**config.mk**
```make
export PLATFORM = sky130hd
export DESIGN_NAME = control_sequencer
export DESIGN_NICKNAME = d
export VERILOG_FILES = /design/src/rtl/ctrl_pkg.sv /design/src/rtl/ctrl_step_decode.sv /design/src/rtl/control_sequencer.sv
export SDC_FILE = /design/constraint.sdc
export NUM_CORES = 1
export LEC_CHECK = 0
export BUFFER_PORTS_ARGS = -buffer_cell sky130_fd_sc_hd__buf_2
export CAP_MARGIN = 40
export CELL_PAD_IN_SITES_DETAIL_PLACEMENT = 1
export CELL_PAD_IN_SITES_GLOBAL_PLACEMENT = 1
export CORE_ASPECT_RATIO = 0.8
export CORE_MARGIN = 8
export CORE_UTILIZATION = 34
export CTS_CLUSTER_DIAMETER = 100
export CTS_CLUSTER_SIZE = 28
export DETAILED_ROUTE_END_ITERATION = 12
export PLACE_DENSITY_LB_ADDON = 0.1
export RECOVER_POWER = 50
export SLEW_MARGIN = 5
export SYNTH_ARGS = -nofsm -noshare
export SYNTH_HDL_FRONTEND = slang
export SYNTH_SLANG_ARGS = --single-unit
```
**constraint.sdc**
```tcl
create_clock -name clk -period 4.6 [get_ports clk]
set_clock_uncertainty 0.05 [all_clocks]
set_input_delay 0.92 -clock clk [delete_from_list [all_inputs] [get_ports clk]]
set_output_delay 0.92 -clock clk [all_outputs]
set_load 0.01 [all_outputs]
```
**src/rtl/ctrl_pkg.sv**
```systemverilog
// Shared definitions for the control_sequencer slice: opcodes, ring modes,
// T-step indices, control-word bit positions and the opcode classifier.
// Optional feature macro: CTRL_FLAGS_EN (carry/zero flags and JC/JZ).
package ctrl_pkg;

  localparam logic [3:0] OP_NOP = 4'h0;
  localparam logic [3:0] OP_LDA = 4'h1;
  localparam logic [3:0] OP_ADD = 4'h2;
  localparam logic [3:0] OP_SUB = 4'h3;
  localparam logic [3:0] OP_STA = 4'h4;
  localparam logic [3:0] OP_LDI = 4'h5;
  localparam logic [3:0] OP_JMP = 4'h6;
  localparam logic [3:0] OP_JC  = 4'h7;
  localparam logic [3:0] OP_JZ  = 4'h8;
  localparam logic [3:0] OP_OUT = 4'hE;
  localparam logic [3:0] OP_HLT = 4'hF;

  typedef enum logic [1:0] {
    MODE_6  = 2'b00,
    MODE_10 = 2'b01,
    MODE_15 = 2'b10
  } ring_mode_e;

  localparam int unsigned TS0 = 0;
  localparam int unsigned TS1 = 1;
  localparam int unsigned TS2 = 2;
  localparam int unsigned TS3 = 3;
  localparam int unsigned TS4 = 4;
  localparam int unsigned TS5 = 5;
  localparam int unsigned TS6 = 6;
  localparam int unsigned TS7 = 7;
  localparam int unsigned TS8 = 8;

  // Bus control lines followed by internal register-load strobes
  localparam int unsigned CW_PC_OUT   = 0;
  localparam int unsigned CW_ADDR_OUT = 1;
  localparam int unsigned CW_MAR_IN   = 2;
  localparam int unsigned CW_RAM_OUT  = 3;
  localparam int unsigned CW_RAM_IN   = 4;
  localparam int unsigned CW_IR_IN    = 5;
  localparam int unsigned CW_A_IN     = 6;
  localparam int unsigned CW_A_OUT    = 7;
  localparam int unsigned CW_B_IN     = 8;
  localparam int unsigned CW_ALU_OUT  = 9;
  localparam int unsigned CW_ALU_SUB  = 10;
  localparam int unsigned CW_OUT_IN   = 11;
  localparam int unsigned CW_PC_COUNT = 12;
  localparam int unsigned CW_PC_LOAD  = 13;
  localparam int unsigned CW_LD_LO    = 14;
  localparam int unsigned CW_LD_HI    = 15;
  localparam int unsigned CW_LD_FLAGS = 16;
  localparam int unsigned CW_HALT     = 17;
  localparam int unsigned CW_W        = 18;

  typedef enum logic [3:0] {
    CLS_NOP, CLS_LDA, CLS_ADD, CLS_SUB, CLS_STA, CLS_LDI,
    CLS_JMP, CLS_JC, CLS_JZ, CLS_OUT, CLS_HLT
  } op_class_e;

  function automatic op_class_e classify(input logic [3:0] op);
    op_class_e c;
    c = CLS_NOP;
    case (op)
      OP_LDA: c = CLS_LDA;
      OP_ADD: c = CLS_ADD;
      OP_SUB: c = CLS_SUB;
      OP_STA: c = CLS_STA;
      OP_LDI: c = CLS_LDI;
      OP_JMP: c = CLS_JMP;
`ifdef CTRL_FLAGS_EN
      OP_JC:  c = CLS_JC;
      OP_JZ:  c = CLS_JZ;
`endif
      OP_OUT: c = CLS_OUT;
      OP_HLT: c = CLS_HLT;
      default: c = CLS_NOP;
    endcase
    return c;
  endfunction

  function automatic ring_mode_e class_mode(input op_class_e c);
    ring_mode_e m;
    case (c)
      CLS_LDI: m = MODE_10;
      CLS_LDA, CLS_ADD, CLS_SUB, CLS_STA,
      CLS_JMP, CLS_JC, CLS_JZ: m = MODE_15;
      default: m = MODE_6;
    endcase
    return m;
  endfunction

  function automatic logic is_onehot(input logic [14:0] v);
    return (v != '0) && ((v & (v - 15'd1)) == '0);
  endfunction

endpackage

```
**src/rtl/ctrl_step_decode.sv**
```systemverilog
// Purely combinational decode of (opcode, T-step, flags) into a control
// word and ring-counter mode. Assumes t_state_i is one-hot; gating is done
// by the parent.
module ctrl_step_decode
  import ctrl_pkg::*;
(
  input  logic [3:0]      opcode_i,
  input  logic [14:0]     t_state_i,
  input  logic            carry_i,
  input  logic            zero_i,
  output logic [CW_W-1:0] cw_o,
  output ring_mode_e      mode_o
);

  op_class_e cls;
  logic      long_op;
  logic      unused_steps;

  // T9..T14 are idle for every instruction
  assign unused_steps = |t_state_i[14:9];

  // Per-step control word for the current instruction class
  always_comb begin
    cls     = classify(opcode_i);
    mode_o  = class_mode(cls);
    long_op = (mode_o == MODE_15);
    cw_o    = '0;

    if (t_state_i[TS0]) begin
      cw_o[CW_PC_OUT] = 1'b1;
      cw_o[CW_MAR_IN] = 1'b1;
    end
    if (t_state_i[TS1]) begin
      cw_o[CW_RAM_OUT]  = 1'b1;
      cw_o[CW_IR_IN]    = 1'b1;
      cw_o[CW_PC_COUNT] = 1'b1;
    end
    if (t_state_i[TS2]) begin
      if (cls == CLS_OUT) begin
        cw_o[CW_A_OUT]  = 1'b1;
        cw_o[CW_OUT_IN] = 1'b1;
      end
      if (cls == CLS_HLT) cw_o[CW_HALT] = 1'b1;
      if (cls == CLS_LDI || long_op) begin
        cw_o[CW_PC_OUT] = 1'b1;
        cw_o[CW_MAR_IN] = 1'b1;
      end
    end
    if (t_state_i[TS3]) begin
      if (cls == CLS_LDI) begin
        cw_o[CW_RAM_OUT]  = 1'b1;
        cw_o[CW_A_IN]     = 1'b1;
        cw_o[CW_PC_COUNT] = 1'b1;
      end
      if (long_op) begin
        cw_o[CW_RAM_OUT]  = 1'b1;
        cw_o[CW_PC_COUNT] = 1'b1;
        cw_o[CW_LD_LO]    = 1'b1;
      end
    end
    if (t_state_i[TS4] && long_op) begin
      cw_o[CW_PC_OUT] = 1'b1;
      cw_o[CW_MAR_IN] = 1'b1;
    end
    if (t_state_i[TS5] && long_op) begin
      cw_o[CW_RAM_OUT]  = 1'b1;
      cw_o[CW_PC_COUNT] = 1'b1;
      cw_o[CW_LD_HI]    = 1'b1;
    end
    if (t_state_i[TS6]) begin
      case (cls)
        CLS_LDA, CLS_ADD, CLS_SUB, CLS_STA: begin
          cw_o[CW_ADDR_OUT] = 1'b1;
          cw_o[CW_MAR_IN]   = 1'b1;
        end
        CLS_JMP: cw_o[CW_PC_LOAD] = 1'b1;
        CLS_JC:  cw_o[CW_PC_LOAD] = carry_i;
        CLS_JZ:  cw_o[CW_PC_LOAD] = zero_i;
        default: ;
      endcase
    end
    if (t_state_i[TS7]) begin
      case (cls)
        CLS_LDA: begin
          cw_o[CW_RAM_OUT] = 1'b1;
          cw_o[CW_A_IN]    = 1'b1;
        end
        CLS_ADD, CLS_SUB: begin
          cw_o[CW_RAM_OUT] = 1'b1;
          cw_o[CW_B_IN]    = 1'b1;
        end
        CLS_STA: begin
          cw_o[CW_A_OUT]  = 1'b1;
          cw_o[CW_RAM_IN] = 1'b1;
        end
        default: ;
      endcase
    end
    if (t_state_i[TS8] && (cls == CLS_ADD || cls == CLS_SUB)) begin
      cw_o[CW_ALU_OUT]  = 1'b1;
      cw_o[CW_A_IN]     = 1'b1;
      cw_o[CW_LD_FLAGS] = 1'b1;
      cw_o[CW_ALU_SUB]  = (cls == CLS_SUB);
    end
  end

endmodule

```
**src/rtl/control_sequencer.sv**
```systemverilog
// Instruction control unit for the 8-bit CPU: holds IR, operand address,
// flags and halt state; gates decoded controls on halt/reset/one-hot.
// Optional feature macro: CTRL_FLAGS_EN (carry/zero flags and JC/JZ).
module control_sequencer
  import ctrl_pkg::*;
(
  input  logic        clk,
  input  logic        clear_n,
  input  logic [14:0] t_state,
  input  logic [7:0]  bus_in,
  input  logic        alu_carry,
  input  logic        alu_zero,
  output logic        ring_enable,
  output logic [1:0]  ring_mode,
  output logic        pc_count,
  output logic        pc_load,
  output logic [15:0] jump_address,
  output logic        pc_out,
  output logic        addr_out,
  output logic        mar_in,
  output logic        ram_out,
  output logic        ram_in,
  output logic        ir_in,
  output logic        a_in,
  output logic        a_out,
  output logic        b_in,
  output logic        alu_out,
  output logic        alu_sub,
  output logic        out_in,
  output logic        halted
);

  logic [7:0]      ir_q, ir_d;
  logic [7:0]      addr_lo_q, addr_lo_d;
  logic [7:0]      addr_hi_q, addr_hi_d;
  logic            halted_q, halted_d;
  logic            carry_q, zero_q;
  logic [CW_W-1:0] cw_raw, cw;
  ring_mode_e      mode;
  logic            unused_bits;

  ctrl_step_decode u_decode (
    .opcode_i  (ir_q[7:4]),
    .t_state_i (t_state),
    .carry_i   (carry_q),
    .zero_i    (zero_q),
    .cw_o      (cw_raw),
    .mode_o    (mode)
  );

  // Controls are live only when running, out of reset and on a clean step
  always_comb begin
    cw = '0;
    if (clear_n && !halted_q && is_onehot(t_state)) cw = cw_raw;
  end

  // Next-state for instruction, address and halt registers
  always_comb begin
    ir_d      = cw[CW_IR_IN] ? bus_in : ir_q;
    addr_lo_d = cw[CW_LD_LO] ? bus_in : addr_lo_q;
    addr_hi_d = cw[CW_LD_HI] ? bus_in : addr_hi_q;
    halted_d  = halted_q | cw[CW_HALT];
  end

  // Instruction, address and halt registers
  always_ff @(posedge clk or negedge clear_n) begin
    if (!clear_n) begin
      ir_q      <= '0;
      addr_lo_q <= '0;
      addr_hi_q <= '0;
      halted_q  <= 1'b0;
    end else begin
      ir_q      <= ir_d;
      addr_lo_q <= addr_lo_d;
      addr_hi_q <= addr_hi_d;
      halted_q  <= halted_d;
    end
  end

`ifdef CTRL_FLAGS_EN
  logic carry_d, zero_d;

  // Flag next-state: captured only on the ADD/SUB write-back step
  always_comb begin
    carry_d = cw[CW_LD_FLAGS] ? alu_carry : carry_q;
    zero_d  = cw[CW_LD_FLAGS] ? alu_zero  : zero_q;
  end

  // ALU flag registers
  always_ff @(posedge clk or negedge clear_n) begin
    if (!clear_n) begin
      carry_q <= 1'b0;
      zero_q  <= 1'b0;
    end else begin
      carry_q <= carry_d;
      zero_q  <= zero_d;
    end
  end

  assign unused_bits = |ir_q[3:0];
`else
  assign carry_q     = 1'b0;
  assign zero_q      = 1'b0;
  assign unused_bits = |{ir_q[3:0], cw[CW_LD_FLAGS], alu_carry, alu_zero};
`endif

  assign ring_mode    = mode;
  assign ring_enable  = !halted_q;
  assign halted       = halted_q;
  assign jump_address = {addr_hi_q, addr_lo_q};
  assign pc_out       = cw[CW_PC_OUT];
  assign addr_out     = cw[CW_ADDR_OUT];
  assign mar_in       = cw[CW_MAR_IN];
  assign ram_out      = cw[CW_RAM_OUT];
  assign ram_in       = cw[CW_RAM_IN];
  assign ir_in        = cw[CW_IR_IN];
  assign a_in         = cw[CW_A_IN];
  assign a_out        = cw[CW_A_OUT];
  assign b_in         = cw[CW_B_IN];
  assign alu_out      = cw[CW_ALU_OUT];
  assign alu_sub      = cw[CW_ALU_SUB];
  assign out_in       = cw[CW_OUT_IN];
  assign pc_count     = cw[CW_PC_COUNT];
  assign pc_load      = cw[CW_PC_LOAD];

endmodule

```
# Word-level counts from Yosys, hierarchy flattened
# Memories as Yosys holds them, arrays and structs flattened.
# Cells that the tools add are included.
[word_totals] output_inout_bits=34 register_bits=25 in_bits=27 elab_cells=65 memories=2 latch_bits=0 romBits=96 ramBits=0
[op_classes] n_reduce_logical=14 shift=0 bitwise_logic=2 n_mul=0 div_mod_pow=0 n_addsub=1 magnitude_cmp=0 eq_ne=9 mux=33
[mem_list] memory="(no name shown)" depth=16 width=4 rd=1 rd_clocked_by_memory_dff=0 wr=0 line_no="ctrl_pkg.sv:63" text="case (op)"
[mem_list] memory="(no name shown)" depth=16 width=2 rd=1 rd_clocked_by_memory_dff=0 wr=0 line_no="ctrl_pkg.sv:83" text="case (c)"
[ops] cell="1-bit two-way mux" n=27
[ops] cell="18-bit two-way mux" n=1
[ops] cell="15-bit bitwise AND" n=1
[ops] cell="15-bit logical NOT" n=1
[ops] cell="15-bit nonzero test" n=1
[ops] cell="15-bit by 1-bit subtractor with 15-bit output (second input constant)" n=1
[ops] cell="4-bit by 3-bit == test with 1-bit output (second input constant)" n=3
[ops] cell="4-bit by 2-bit == test with 1-bit output (second input constant)" n=2
[ops] cell="4-bit == test (second input constant)" n=2
[ops] cell="2-bit two-way mux" n=4
[ops] cell="1-bit logical AND" n=6
[ops] cell="4-bit by 1-bit == test with 1-bit output (second input constant)" n=1
[ops] cell="4-bit OR reduction" n=1
[ops] cell="3-bit two-way mux" n=1
[ops] cell="3-bit OR reduction" n=1
[ops] cell="2-bit == test (second input constant)" n=1
[ops] cell="1-bit logical OR" n=2
[ops] cell="2-bit OR reduction" n=1
[ops] cell="1-bit logical NOT" n=1
[ops] cell="1-bit OR" n=1

# Longest topological paths before layout
# Gate-level depths: netlist of run 1.
# An unclocked memory read counts as a cell.
[depth] ltp_word=11 ltp_mapped=7 mapped_depth_nobuf=5

# By module
# Synthesis of run 1 repeated with hierarchy kept, for this count alone.
[hier_totals] cells_unflattened=155 hier_area_um2=1497.7
[by_module_without_submodules] mod="control_sequencer" instances=1 area_each_um2=1213.7 cells_per_inst=111 seq_area_each_um2=525.5
[by_module_without_submodules] mod="ctrl_step_decode" instances=1 area_each_um2=284.0 cells_per_inst=44 seq_area_each_um2=0.0

# Worst setup path before layout of run 1
# OpenSTA, ideal clock, no wires.
[synth_timing] path_type="input -> output" startpoint="in t_state[1]" endpoint="out out_in" arrival_time_ns=3.003 n_path_buf=1 setup_slack_ns=0.627 stages=6 required_time_ns=3.630 cell_sequence="or4_4 nor3_2 mux2i_1 o211ai_2 buf_4 nor3_1"
[synth_via] elab_chain_cells=6 word_cells_on_any_way=7 classes_between="1 x add/sub; 1 x mux; 1 x bitwise; 4 x reduce/logical"
[synth_lines] item="from (decl)" line_no="control_sequencer.sv:9" text="input logic [14:0] t_state,"
[synth_lines] item="15-bit by 1-bit subtractor with 15-bit output" line_no="ctrl_pkg.sv:93" text="return (v != '0) && ((v & (v - 15'd1)) == '0);"
[synth_lines] item="15-bit bitwise AND" line_no="ctrl_pkg.sv:93"
[synth_lines] item="15-bit logical NOT" line_no="ctrl_pkg.sv:93"
[synth_lines] item="1-bit logical AND *" line_no="ctrl_pkg.sv:93"
[synth_lines] item="1-bit logical AND *" line_no="control_sequencer.sv:54" text="if (clear_n && !halted_q && is_onehot(t_state)) cw = cw_raw;"
[synth_lines] item="18-bit two-way mux *" line_no="control_sequencer.sv:54"
[synth_lines] item="to (decl)" line_no="control_sequencer.sv:29" text="output logic out_in,"
# Every way passes the cells marked *; elsewhere a longest branch is shown, timed or not.

# Final worst setup path of run 1
[layout_timing] startpoint="in t_state[1]" endpoint="out alu_out"
[layout_via] elab_chain_cells=6 word_cells_on_any_way=7 classes_between="1 x add/sub; 1 x mux; 1 x bitwise; 4 x reduce/logical"
[layout_lines] item="15-bit by 1-bit subtractor with 15-bit output" line_no="ctrl_pkg.sv:93"
[layout_lines] item="15-bit bitwise AND" line_no="ctrl_pkg.sv:93"
[layout_lines] item="15-bit logical NOT" line_no="ctrl_pkg.sv:93"
[layout_lines] item="1-bit logical AND *" line_no="ctrl_pkg.sv:93"
[layout_lines] item="1-bit logical AND *" line_no="control_sequencer.sv:54"
[layout_lines] item="18-bit two-way mux *" line_no="control_sequencer.sv:54"
[layout_lines] item="to (decl)" line_no="control_sequencer.sv:27" text="output logic alu_out,"
# Marks and branches as above.

==> results.yml, run 1 <==
critical_path:
  crit_top_cell: "buf_2"
  path_cells: "buf_2 -> or4_4 -> o21a_1 -> nor3_2 -> o211ai_2 -> nor4b_1 -> buf_2"
  arrival_ns: 3.17
  worstSetupPathType: "in -> out"
  crit_fanout: 14
  critPathMaxStageDelay_ns: 0.56
  cp_slowest_cell: "or4_4"
  critPathLaunchType: "input port"
  reg2reg_from: "halted$_DFF_PN0_"
  reg2reg_slack_ns: 2.46
  endpoint_kind: "output pin"
  r2r-end: "addr_hi_q[5]$_DFFE_PN0P_"
  cp.required_ns: 3.63
  rr_worst_depth: 5
detailed_routing:
  ant_nets: 0
  via_per_inst: 5.25
  wl_per_cell_um: 17.1
  dr.first_iter.drc_count: 34
  first_pass_iters: 4
  vias: 1280
  drc: 0
  routed_wl_um: 4170
yosys:
  yosysWarnings: 0
  synth_top_area_share_pct: 39.3
  synth_top_cell_by_area: "dfrtp_1"
  yosysMostFrequentCell: "dfrtp_1"
  syn_nets: 157
  synthCells: 130
  synthTopCellsByCount: "dfrtp_1 (21), nor2_1 (14), mux2_1 (10), mux2_2 (10), nor3_1 (9)"
  yosysSeqAreaShare_pct: 39.3
  ys_seq_elements: 21
  synth.distinct_cells: 39
  synth_area_leaders: "dfrtp_1 (39%), mux2_1 (8.4%), mux2_2 (8.4%)"
  synth-edff-count: 0
  syn_avg_cell_area_um2: 10.3
  synthArstFlopShare_pct: 100
  synthFlopType: "dfrtp_1"
  syn_area_um2: 1340
floorplanning:
  die_w_um: 86.1
  start_util_pct: 35.4
  row_count: 20
  fp.dieH_um: 72.1
  dieArea_um2: 6210
  core_area_um2: 3780
  io_pins: 61
global_routing:
  grt_antenna_before_repair: 0
  grt_pass1_vias: 1431
  gr-total-overflow: 0
  grt_max_degree: 22
  grt_pass1_wl_um: 6940
  gr-usage-all-layers_pct: 14.1
cts:
  cts.repair.resized: 0
  insertion_delay_ns: 0.27
  clkSlewWorstSetupHoldPaths_ns: 0.07
  cts_tree: "done"
  cts_setup_buffers: 0
  cts_sinks: 21
  cts_buffer_depth: 2
  cts-root-buf: "clkbuf_8"
  htree_levels: 1
  cts-hold-fix-buffers: 0
  cts_buffers: 3
power:
  leakagePower_nw: 0.791
  vdd_drop_max_mv: 0.216
  power.density_nw_per_um2: 201
sta:
  hold_slack_ns: 0.444
  slew_headroom_pct: 28.4
  period_minus_slack_ns: 4.14
  setup_tns_ns: 0
  finalCritPeriodShare_pct: 90.0
  maxSlewViolCount: 0
  setup_viol: 0
  final_hold_viol_count: 0
  fmax_mhz: 241
  rsz0062_at_grt: "false"
  worst_slew_pin_slew_ns: 1.07
outcome:
  status: "finished, final reports clean"
layout:
  nNetsFinal: 217
  fillCellCount: 455
  layout-drive-gt1-share_pct: 35.4
  area_growth_pct: 28.3
  antenna-diode-count: 0
place:
  gp_congestion: 0.778
  place_hpwl_um: 3460
  io_buffers: 58
hold_path:
  min_from: "addr_hi_q[6]$_DFFE_PN0P_"
  hold_class: "reg -> reg"
  min_delay_path_depth: 1
  holdPathEnd: "addr_hi_q[6]$_DFFE_PN0P_"
job:
  cap_viol_max_count: 0
-- registers in the layout (all words and copies together) (netlist names) --
name       flops
addr_hi_q      8
addr_lo_q      8
halted         1
ir_q           4
-- worst max-delay path: cells and delay by family --
family          cells  cell delay [ns]
simple gates        3             1.36
buf+inv             2             0.33
compound gates      2             0.56
-- final cells by class --
class | instances | area (um^2) | share of cell area [%]
clock buffer | 3 | 41.3 | 2.41
clock inverter | 1 | 7.51 | 0.438
inverter | 2 | 7.51 | 0.438
multi-input combinational | 101 | 778 | 45.4
sequential | 21 | 526 | 30.6
tap | 55 | 68.8 | 4.01
timing repair buffer | 61 | 287 | 16.7
-- layer usage --
metal / track usage [%] / wire length [um] / vias to the layer above
met5: 0 / 0 / -
met4: 5.62 / 77 / 0
met3: 4.06 / 306 / 6
met2: 25.9 / 2210 / 33
met1: 14.8 / 1580 / 637
li1: - / - / 604
-- kinds of logic after synthesis --
family          share of synthesized area, %
compound gates                          14.4
buf+inv                                 2.52
flops                                   39.3
mux                                     17.6
simple gates                            26.2
-- how the worst max path moves through the flow --
stage | start | to | cells after the start
2_1_floorplan | t_state[1] | out_in | 6
3_3_place_gp | t_state[1] | alu_out | 7
3_5_place_dp | t_state[1] | alu_out | 7
4_1_cts | t_state[1] | alu_out | 7
5_1_grt | t_state[1] | alu_out | 7
6_report | t_state[1] | alu_out | 7
-- stage by stage --
step           util, %  setup slack, ns  cell area, um^2  cells  power [mW]
6_report          45.4            0.458             1720    244       0.344
3_3_place_gp      44.8            0.528             1690    240       0.223
2_1_floorplan        -            0.627             1340    130       0.200
4_1_cts           46.1            0.423             1740    244       0.349
3_5_place_dp      44.8            0.418             1690    240       0.225
5_1_grt           45.4            0.340             1720    244       0.358
-- cell usage in the layout (no fill, tap or decap), types with 2 or more instances in the layout --
master and count:
a211oi_1 3, clkbuf_1 19, nor4b_1 2, nand2_1 8, clkbuf_8 3, nor3_1 9, nor2_1 14, nand2b_1 3
a21oi_1 8, nor2b_1 2, nor4_1 2, buf_2 40, buf_4 2, o21ai_0 3, nor3b_1 2, o2111ai_4 2
dfrtp_1 21, and3_1 2, nor3_2 2, o31ai_1 2, mux2_2 10, or3_1 2, mux2_1 10
-- where the power goes --
part	leakage, nW	switching, mW	total (mW)	internal [mW]
clock network	0.0217	0.0628	0.124	0.0613
logic	0.481	0.0228	0.0359	0.0132
registers	0.288	0.00000132	0.184	0.184
(Power assumes the default switching activity.)
==> inputs of run 2 (changes only) <==
Settings changed: REMOVE_ABC_BUFFERS set to 1.
==> run 2 against run 1 <==
  * Global-route usage shrank 0.50 points
  * Clock power is essentially flat
  * Sequential cell count is the same
==> results.yml, run 2 (synthesis results as in run 1) <==
outcome:
  status: "finished, final reports clean"
sta:
  period_minus_slack_ns: 4.18
  hold_slack_ns: 0.443
  maxSlewViolCount: 0
  finalCritPeriodShare_pct: 90.9
  final_hold_viol_count: 0
  fin_ws_ns: 0.417
  worst_slew_pin_slew_ns: 1.10
  slew_headroom_pct: 26.5
  setup_tns_ns: 0
  rsz0062_at_grt: "false"
  fmax_mhz: 239
  setup_viol: 0
power:
  leakagePower_nw: 0.791
  vdd_drop_max_mv: 0.255
  power_mw: 0.343
  power.density_nw_per_um2: 200
layout:
  area_growth_pct: 28.3
  seq_area_um2: 526
  fin_area_um2: 1720
  fillCellCount: 473
  fin_cells: 244
  nNetsFinal: 217
  final_common_cell: "buf_2"
  largestRegisters: "addr_hi_q: 8 flops, addr_lo_q: 8 flops, ir_q: 4 flops"
  fin_util_pct: 45.4
  layout-drive-gt1-share_pct: 35.4
  antenna-diode-count: 0
  multi_input_area_um2: 778
  mostFrequentLayoutCells: "buf_2 (40), dfrtp_1 (21), clkbuf_1 (19)"
detailed_routing:
  met1_length_um: 1640
  ant_nets: 0
  vias: 1261
  dr.first_iter.drc_count: 32
  top_layer_used: "met4"
  wl_per_cell_um: 16.9
  drc: 0
  route.met2.wl_um: 2220
  wl_met3_um: 246
  routed_wl_um: 4130
  first_pass_iters: 2
  via_per_inst: 5.17
floorplanning:
  io_pins: 61
  dieArea_um2: 6210
  core_area_um2: 3780
  die_w_um: 86.1
  start_util_pct: 35.4
  row_count: 20
  fp.dieH_um: 72.1
critical_path:
  critPathLaunchType: "input port"
  worstSetupPathType: "in -> out"
  cp.required_ns: 3.63
  reg2reg_slack_ns: 2.49
  endpoint_kind: "output pin"
  reg2reg_from: "halted$_DFF_PN0_"
  arrival_ns: 3.21
  r2r-end: "halted$_DFF_PN0_"
  rr_worst_depth: 5
  crit_fanout: 14
place:
  dpl-instance-area_um2: 1690
  gp_congestion: 0.822
  io_buffers: 58
  post-place-ws_ns: 0.396
  dp.cells: 240
  place_hpwl_um: 3430
cts:
  cts_tree: "done"
  cts_setup_buffers: 0
  insertion_delay_ns: 0.26
  htree_levels: 1
  cts_buffers: 3
  cts-root-buf: "clkbuf_8"
  clkSlewWorstSetupHoldPaths_ns: 0.07
  cts_buffer_depth: 2
  cts_sinks: 21
  cts-hold-fix-buffers: 0
  cts.repair.resized: 0
global_routing:
  gr-usage-all-layers_pct: 13.6
  grt_pass1_vias: 1406
  grt_max_degree: 22
  grt_antenna_before_repair: 0
  gr-total-overflow: 0
  grt_pass1_wl_um: 6840
hold_path:
  min_delay_path_depth: 1
  hold_class: "reg -> reg"
  min_from: "addr_lo_q[1]$_DFFE_PN0P_"
  holdPathEnd: "addr_lo_q[1]$_DFFE_PN0P_"
job:
  cap_viol_max_count: 0
[run 2: cell counts in the layout (fill, tap and decap cells not counted)]
No cell type changed its count.
[run 2: how the worst max path moves through the flow]
stage / endpoint / slack (ns) / start
3_5_place_dp: alu_out / 0.40 / t_state[1]
4_1_cts: alu_out / 0.39 / t_state[1]
5_1_grt: alu_out / 0.24 / t_state[1]
3_3_place_gp: alu_out / 0.51 / t_state[1]
2_1_floorplan: alu_out / 0.47 / t_state[1]
6_report: alu_out / 0.42 / t_state[1]
[run 2: where the power goes]
group	internal (mW)	leakage (nW)	total, mW	switching, mW
logic	0.0132	0.481	0.0362	0.0230
registers	0.184	0.288	0.184	0.00000133
clock network	0.0612	0.0217	0.122	0.0608
total	0.259	0.791	0.343	0.0838
[run 2: worst max-delay path, cell delays in order]
cell and delay (ns):
buf_2 0.14, or4_4 0.58, o21a_1 0.15, nor3_2 0.40, o211ai_2 0.42, nor4b_1 0.40
buf_2 0.19
[run 2: per-layer routing]
layer,GRT usage [%],vias up
met3,4.74,4
met1,14.2,627
met5,0,-
li1,-,603
met2,25.7,27
met4,2.71,0
[run 2: area by class of cell]
cell class	count	area share (%)
Multi-Input combinational cell	101	45.4
Sequential cell	21	30.6
Timing Repair Buffer	61	16.7
Tap cell	55	4.01
Clock buffer	3	2.41
Clock inverter	1	0.438
Inverter	2	0.438
